===== src/rtl/ub_writeback.sv =====
// ub_writeback: deskews the two VPU output lanes and issues paired writes
// into unified buffer memory in row-major or transposed (column-major) layout.
// Lane 1 is buffered in a small FIFO until its lane-2 partner arrives one or
// more cycles later. A job is started by wb_start_in and ends with a one-cycle
// wb_done_out pulse after the last row's write is issued.
// Optional feature: define UB_WB_BOUNDS_CHECK_EN to suppress and flag writes
// whose element address is at or beyond UB_DEPTH.
module ub_writeback #(
  parameter int DATA_W     = 16,
  parameter int ADDR_W     = 16,
  parameter int SKEW_DEPTH = 4,
  parameter int UB_DEPTH   = 128
) (
  input  logic              clk,
  input  logic              rst,
  input  logic              wb_start_in,
  input  logic [ADDR_W-1:0] wb_base_addr_in,
  input  logic [ADDR_W-1:0] wb_row_count_in,
  input  logic              wb_transpose_in,
  input  logic [DATA_W-1:0] wb_data_in_1,
  input  logic [DATA_W-1:0] wb_data_in_2,
  input  logic              wb_valid_in_1,
  input  logic              wb_valid_in_2,
  output logic              ub_wr_en_1_out,
  output logic [ADDR_W-1:0] ub_wr_addr_1_out,
  output logic [DATA_W-1:0] ub_wr_data_1_out,
  output logic              ub_wr_en_2_out,
  output logic [ADDR_W-1:0] ub_wr_addr_2_out,
  output logic [DATA_W-1:0] ub_wr_data_2_out,
  output logic              wb_busy_out,
  output logic              wb_done_out,
  output logic              wb_err_out
);

  localparam int PTR_W = $clog2(SKEW_DEPTH);
  localparam int CNT_W = PTR_W + 1;

  typedef enum logic [1:0] {IDLE, ACTIVE, DONE} state_t;

  state_t            state_reg;
  logic [ADDR_W-1:0] base_reg;
  logic [ADDR_W-1:0] rows_reg;
  logic [ADDR_W-1:0] row_cnt_reg;
  logic              transpose_reg;
  logic              issue_reg;

  // Lane-1 deskew storage
  logic [DATA_W-1:0] fifo_mem [SKEW_DEPTH];
  logic [PTR_W-1:0]  wr_ptr_reg;
  logic [PTR_W-1:0]  rd_ptr_reg;
  logic [CNT_W-1:0]  count_reg;
  logic [CNT_W-1:0]  count_next;

  logic              active;
  logic              rows_left;
  logic              fifo_empty;
  logic              fifo_full;
  logic              pair_req;
  logic              push_req;
  logic              underflow;
  logic              overflow;
  logic              pair_ok;
  logic              bypass;
  logic              do_push;
  logic              do_pop;
  logic              last_issue;
  logic [DATA_W-1:0] pair_data_1;
  logic [ADDR_W-1:0] row_off;
  logic [ADDR_W-1:0] addr_1_next;
  logic [ADDR_W-1:0] addr_2_next;
  logic              oob_1;
  logic              oob_2;

  // Deskew handshake: decide push, pop, bypass and error conditions this cycle
  always_comb begin
    active     = (state_reg == ACTIVE);
    rows_left  = (row_cnt_reg != rows_reg);
    fifo_empty = (count_reg == '0);
    fifo_full  = (count_reg == CNT_W'(SKEW_DEPTH));
    // Lane-2 valids after the last row has been paired are ignored
    pair_req   = active && wb_valid_in_2 && rows_left;
    push_req   = active && wb_valid_in_1;
    underflow  = pair_req && fifo_empty && !push_req;
    pair_ok    = pair_req && !underflow;
    // Same-cycle lane-1 data goes straight to the pair only when nothing is queued
    bypass     = pair_ok && fifo_empty;
    do_pop     = pair_ok && !fifo_empty;
    do_push    = push_req && !bypass && (!fifo_full || do_pop);
    overflow   = push_req && fifo_full && !do_pop;
    count_next = count_reg + CNT_W'(do_push) - CNT_W'(do_pop);
    pair_data_1 = bypass ? wb_data_in_1 : fifo_mem[rd_ptr_reg];
    // The counter already holds the new count on the cycle a write is issued
    last_issue = issue_reg && (row_cnt_reg == rows_reg);
  end

  // Destination addresses for the row currently being paired (modulo 2^ADDR_W)
  always_comb begin
    row_off     = transpose_reg ? row_cnt_reg : {row_cnt_reg[ADDR_W-2:0], 1'b0};
    addr_1_next = base_reg + row_off;
    addr_2_next = transpose_reg ? (base_reg + rows_reg + row_cnt_reg)
                                : (base_reg + row_off + ADDR_W'(1));
  end

`ifdef UB_WB_BOUNDS_CHECK_EN
  // Flag element addresses that fall outside the buffer
  always_comb begin
    oob_1 = ({1'b0, addr_1_next} >= (ADDR_W+1)'(UB_DEPTH));
    oob_2 = ({1'b0, addr_2_next} >= (ADDR_W+1)'(UB_DEPTH));
  end
`else
  logic ub_depth_unused;
  assign ub_depth_unused = (UB_DEPTH > 0);
  assign oob_1 = 1'b0;
  assign oob_2 = 1'b0;
`endif

  // FIFO storage write port; contents need no reset because pointers gate reads
  always_ff @(posedge clk) begin
    if (do_push) fifo_mem[wr_ptr_reg] <= wb_data_in_1;
  end

  // Job FSM, FIFO pointers, row counter and registered write outputs
  always_ff @(posedge clk or posedge rst) begin
    if (rst) begin
      state_reg        <= IDLE;
      base_reg         <= '0;
      rows_reg         <= '0;
      row_cnt_reg      <= '0;
      transpose_reg    <= 1'b0;
      issue_reg        <= 1'b0;
      wr_ptr_reg       <= '0;
      rd_ptr_reg       <= '0;
      count_reg        <= '0;
      ub_wr_en_1_out   <= 1'b0;
      ub_wr_addr_1_out <= '0;
      ub_wr_data_1_out <= '0;
      ub_wr_en_2_out   <= 1'b0;
      ub_wr_addr_2_out <= '0;
      ub_wr_data_2_out <= '0;
      wb_busy_out      <= 1'b0;
      wb_done_out      <= 1'b0;
      wb_err_out       <= 1'b0;
    end else begin
      ub_wr_en_1_out <= 1'b0;
      ub_wr_en_2_out <= 1'b0;
      issue_reg      <= 1'b0;
      wb_done_out    <= 1'b0;
      case (state_reg)
        IDLE: begin
          if (wb_start_in) begin
            base_reg      <= wb_base_addr_in;
            rows_reg      <= wb_row_count_in;
            transpose_reg <= wb_transpose_in;
            row_cnt_reg   <= '0;
            wr_ptr_reg    <= '0;
            rd_ptr_reg    <= '0;
            count_reg     <= '0;
            wb_err_out    <= 1'b0;
            if (wb_row_count_in == '0) begin
              // Empty job: complete immediately
              state_reg   <= DONE;
              wb_done_out <= 1'b1;
              wb_busy_out <= 1'b0;
            end else begin
              state_reg   <= ACTIVE;
              wb_busy_out <= 1'b1;
            end
          end
        end
        ACTIVE: begin
          count_reg <= count_next;
          if (do_push) wr_ptr_reg <= wr_ptr_reg + PTR_W'(1);
          if (do_pop)  rd_ptr_reg <= rd_ptr_reg + PTR_W'(1);
          if (underflow || overflow) wb_err_out <= 1'b1;
          if (pair_ok) begin
            issue_reg        <= 1'b1;
            ub_wr_en_1_out   <= !oob_1;
            ub_wr_en_2_out   <= !oob_2;
            ub_wr_addr_1_out <= addr_1_next;
            ub_wr_addr_2_out <= addr_2_next;
            ub_wr_data_1_out <= pair_data_1;
            ub_wr_data_2_out <= wb_data_in_2;
            row_cnt_reg      <= row_cnt_reg + ADDR_W'(1);
            if (oob_1 || oob_2) wb_err_out <= 1'b1;
          end
          if (last_issue) begin
            // Leftover lane-1 data is discarded and reported
            state_reg   <= DONE;
            wb_done_out <= 1'b1;
            wb_busy_out <= 1'b0;
            count_reg   <= '0;
            wr_ptr_reg  <= '0;
            rd_ptr_reg  <= '0;
            if (count_next != '0) wb_err_out <= 1'b1;
          end
        end
        DONE: begin
          state_reg <= IDLE;
        end
        default: begin
          state_reg <= IDLE;
        end
      endcase
    end
  end

endmodule

===== config.mk =====
export PLATFORM = sky130hd
export DESIGN_NAME = ub_writeback
export DESIGN_NICKNAME = d
export VERILOG_FILES = /design/src/rtl/ub_writeback.sv
export SDC_FILE = /design/constraint.sdc
export NUM_CORES = 1
export LEC_CHECK = 0
export CORE_AREA = 3 3 147 149
export CTS_BUF_LIST = sky130_fd_sc_hd__clkbuf_2
export DETAILED_ROUTE_END_ITERATION = 7
export DIE_AREA = 0 0 150 152
export MAX_ROUTING_LAYER = met4
export PLACE_DENSITY = 0.73
export SYNTH_ARGS = -nofsm -noshare
export SYNTH_HDL_FRONTEND = slang
export SYNTH_SLANG_ARGS = --single-unit

===== constraint.sdc =====
create_clock -name clk -period 5.3 [get_ports clk]
set_input_delay 1.59 -clock clk [delete_from_list [all_inputs] [get_ports clk]]
set_output_delay 1.59 -clock clk [all_outputs]
set_load 0.005 [all_outputs]

==> results.sh <==
export IMPL_fin_crit_ns=4.128
export IMPL_synth_area_mm2=0.01014
export IMPL_synth_top_area_frac=0.3110
export IMPL_fin_setup_tns_ns=0
export IMPL_slew_limit_headroom=0.3922
export IMPL_crit_arrival_ns=4.84
export IMPL_clk_pin_slew_ns=0.28
export IMPL_synthTopCellsByCount="nand2_1, dfrtp_1, edfxtp_1"
export IMPL_synth_top_family_by_area="simple AND/OR/NAND/NOR gates"
export IMPL_synth_main_ff_cell="dfrtp_1"
export IMPL_synth_cell_types=72
export IMPL_synth_top_area_cell="dfrtp_1"
export IMPL_clockBufferDepth=2
export IMPL_drt_pass1_iterations=5
export IMPL_cts_made_buffers=17
export IMPL_synthXorXnorAreaFrac=0.06295
export IMPL_syn_num_nets=1062
export IMPL_drtAntennaViolNets=0
export IMPL_cts_setup_buffers=0
export IMPL_grt_pass1_wl_mm=37.43
export IMPL_grt_setup_unrepaired="no"
export IMPL_yosysWarnings=0
export IMPL_port_buffer_count=138
export IMPL_run_status="completed"
export IMPL_nets=1182
export IMPL_clock_sinks=190
export IMPL_synthTopCellsByArea="dfrtp_1, edfxtp_1, nand2_1"
export IMPL_irDropWorstVdd_mv=0.2413
export IMPL_grt_overflow_total=0
export IMPL_dp_hpwl_mm=16.52
export IMPL_grt_max_degree=76
export IMPL_grt_pass1_vias=7112
export IMPL_synthAdderAreaFrac=0.08121
export IMPL_h_tree_depth=4
export IMPL_worst_slew_pin_slew_ns=0.9116
export IMPL_synthMuxAreaShare=0.07406
export IMPL_drc=0
export IMPL_p_leak_nw=5.172
export IMPL_async_flop_share=0.6632
export IMPL_ys_seq_elements=190
export IMPL_vias=7177
export IMPL_cp_max_fo=8
export IMPL_root_buffer="clkbuf_2"
export IMPL_min_path_type="flop to flop"
export IMPL_tritoncts="yes"
export IMPL_dieArea_mm2=0.02280
export IMPL_seq_area_frac_synth=0.5006
export IMPL_drv_slew=0
export IMPL_gp_congestion=0.8358
export IMPL_end_kind="flop"
export IMPL_netlist_instances=937
export IMPL_critPathKind="flop to flop"
export IMPL_avgSynthCellArea_um2=10.82
export IMPL_cp_required_ns=6.01
export IMPL_largest_reg_flops=64
export IMPL_fp_dieH_um=152
export IMPL_die_w_um=150
export IMPL_yosys_area_share_simple=0.1556
export IMPL_synth_compound_area_share=0.09738
export IMPL_first_iter_violations=439
export IMPL_period_share=0.7789
export IMPL_post_route_util=0.5911
export IMPL_p_per_area_mw_per_mm2=588.4
export IMPL_area_growth_pct=18.37
export IMPL_initial_core_util=0.4994
export IMPL_routed_wl_mm=22.55
export IMPL_antenna_found_initial=1
export IMPL_worstSetupStartpointType="flop"
export IMPL_drive_above_1_share=0.08972
export IMPL_rows=52
export IMPL_num_fill_cells=1765
export IMPL_maxCapViolations=0
export IMPL_synth_edff_count=64
export IMPL_cts_hold_repair_buffers=0
export IMPL_io_pins=139
export IMPL_setup_viol=0
export IMPL_routed_via_density=5.352
export IMPL_clk_latency_ns=0.80
export IMPL_largest_register="fifo_mem"
export IMPL_hold_viol_final=0
export IMPL_clock_fmax_mhz=242.3
export IMPL_grt_usage=0.2106
export IMPL_wl_per_cell_um=16.81
export IMPL_core_mm2=0.02030
export IMPL_cts_resized=0
export IMPL_yosysMostFrequentCell="nand2_1"
export IMPL_fin_worst_skew_ns=0.04413
final cells by class:
cell class                 count  area (um2)  area share
inverter                      21       81.33    0.006778
clock inverter                14       176.4     0.01470
multi-input combinational    682        4790      0.3992
timing repair buffer         145        1446      0.1205
antenna                        1       2.502   0.0002086
sequential                   190        5075      0.4229
tap                          270       337.8     0.02815
clock buffer                  18       90.09    0.007508
cells in the final DEF (no fill, tap or decap), types with 9 or more instances in the layout:
| cell type | instances |
|---|---|
| mux2i_1 | 21 |
| xnor2_1 | 29 |
| a21o_1 | 9 |
| nor2_1 | 52 |
| inv_1 | 19 |
| nand2_1 | 221 |
| o21ai_0 | 37 |
| mux2_2 | 16 |
| clkbuf_2 | 18 |
| edfxtp_1 | 64 |
| ha_1 | 37 |
| clkdlybuf4s50_1 | 138 |
| nand3_1 | 15 |
| a21oi_1 | 42 |
| fa_1 | 18 |
| dfrtp_1 | 126 |
| xor2_1 | 42 |
| and3_1 | 10 |
| mux4_2 | 16 |
| nor3_1 | 10 |
| o21bai_1 | 9 |
routing by layer:
layer	track usage	part of all wire
met5	-	0
met4	0.04706	0.0099
met1	0.3106	0.49
met3	0.03247	0.048
met2	0.3109	0.45
kinds of logic after synthesis:
logic type / Yosys count
buffers and inverters: 65
adder cells (fa/ha/maj): 55
flip-flops: 190
XOR/XNOR: 72
AO/OA/AOI/OAI: 144
multiplexers: 53
AND/OR/NAND/NOR: 358
final timing paths:
path                                            startpoint                              end  slack (ns)  depth (start not counted)
setup reg to reg                row_cnt_reg[4]$_DFFE_PP0P_           wb_err_out$_DFFE_PP0P_        1.17                         19
setup / recovery                row_cnt_reg[4]$_DFFE_PP0P_           wb_err_out$_DFFE_PP0P_        1.17                         19
max in group asynchronous                              rst       row_cnt_reg[4]$_DFFE_PP0P_        3.26                          3
min in group asynchronous                              rst  ub_wr_data_2_out[7]$_DFFE_PP0P_        1.14                          2
hold / removal             ub_wr_addr_2_out[4]$_DFFE_PP0P_  ub_wr_addr_2_out[4]$_DFFE_PP0P_        0.51                          2
hold reg to reg            ub_wr_addr_2_out[4]$_DFFE_PP0P_  ub_wr_addr_2_out[4]$_DFFE_PP0P_        0.51                          2
per-stage QoR:
step / hold WS (ns) / instances / total power [mW] / instance area (um2) / setup WS [ns]
6_report: 0.5144 / 1341 / 7.061 / 12000 / 1.172
3_5_place_dp: 0.4655 / 1308 / 6.331 / 11730 / 0.4863
2_1_floorplan: 0.4628 / 937 / 5.009 / 10140 / 0.3541
5_1_grt: 0.5367 / 1341 / 7.666 / 12000 / 0.9705
3_3_place_gp: 0.4572 / 1308 / 6.238 / 11730 / 0.5756
4_1_cts: 0.5221 / 1340 / 7.102 / 12000 / 1.234
where the power goes:
group / internal (mW) / switching [mW]
clock network: 0.203 / 0.564
logic: 1.82 / 1.98
registers: 2.03 / 0.471
critical path: stages (launching register included):
cell	delay, ns
dfrtp_1	0.57
xor2_1	0.21
nor4_1	0.34
nand3_1	0.13
nor2_1	0.31
nor2_1	0.18
xnor2_1	0.15
o311a_1	0.36
inv_1	0.11
ha_1	0.23
inv_1	0.05
ha_1	0.13
inv_1	0.05
fa_1	0.39
xor2_1	0.26
xor2_1	0.11
nor3b_1	0.19
o32ai_1	0.11
a21oi_1	0.15
nor2_1	0.06
(Power assumes the default switching activity.)
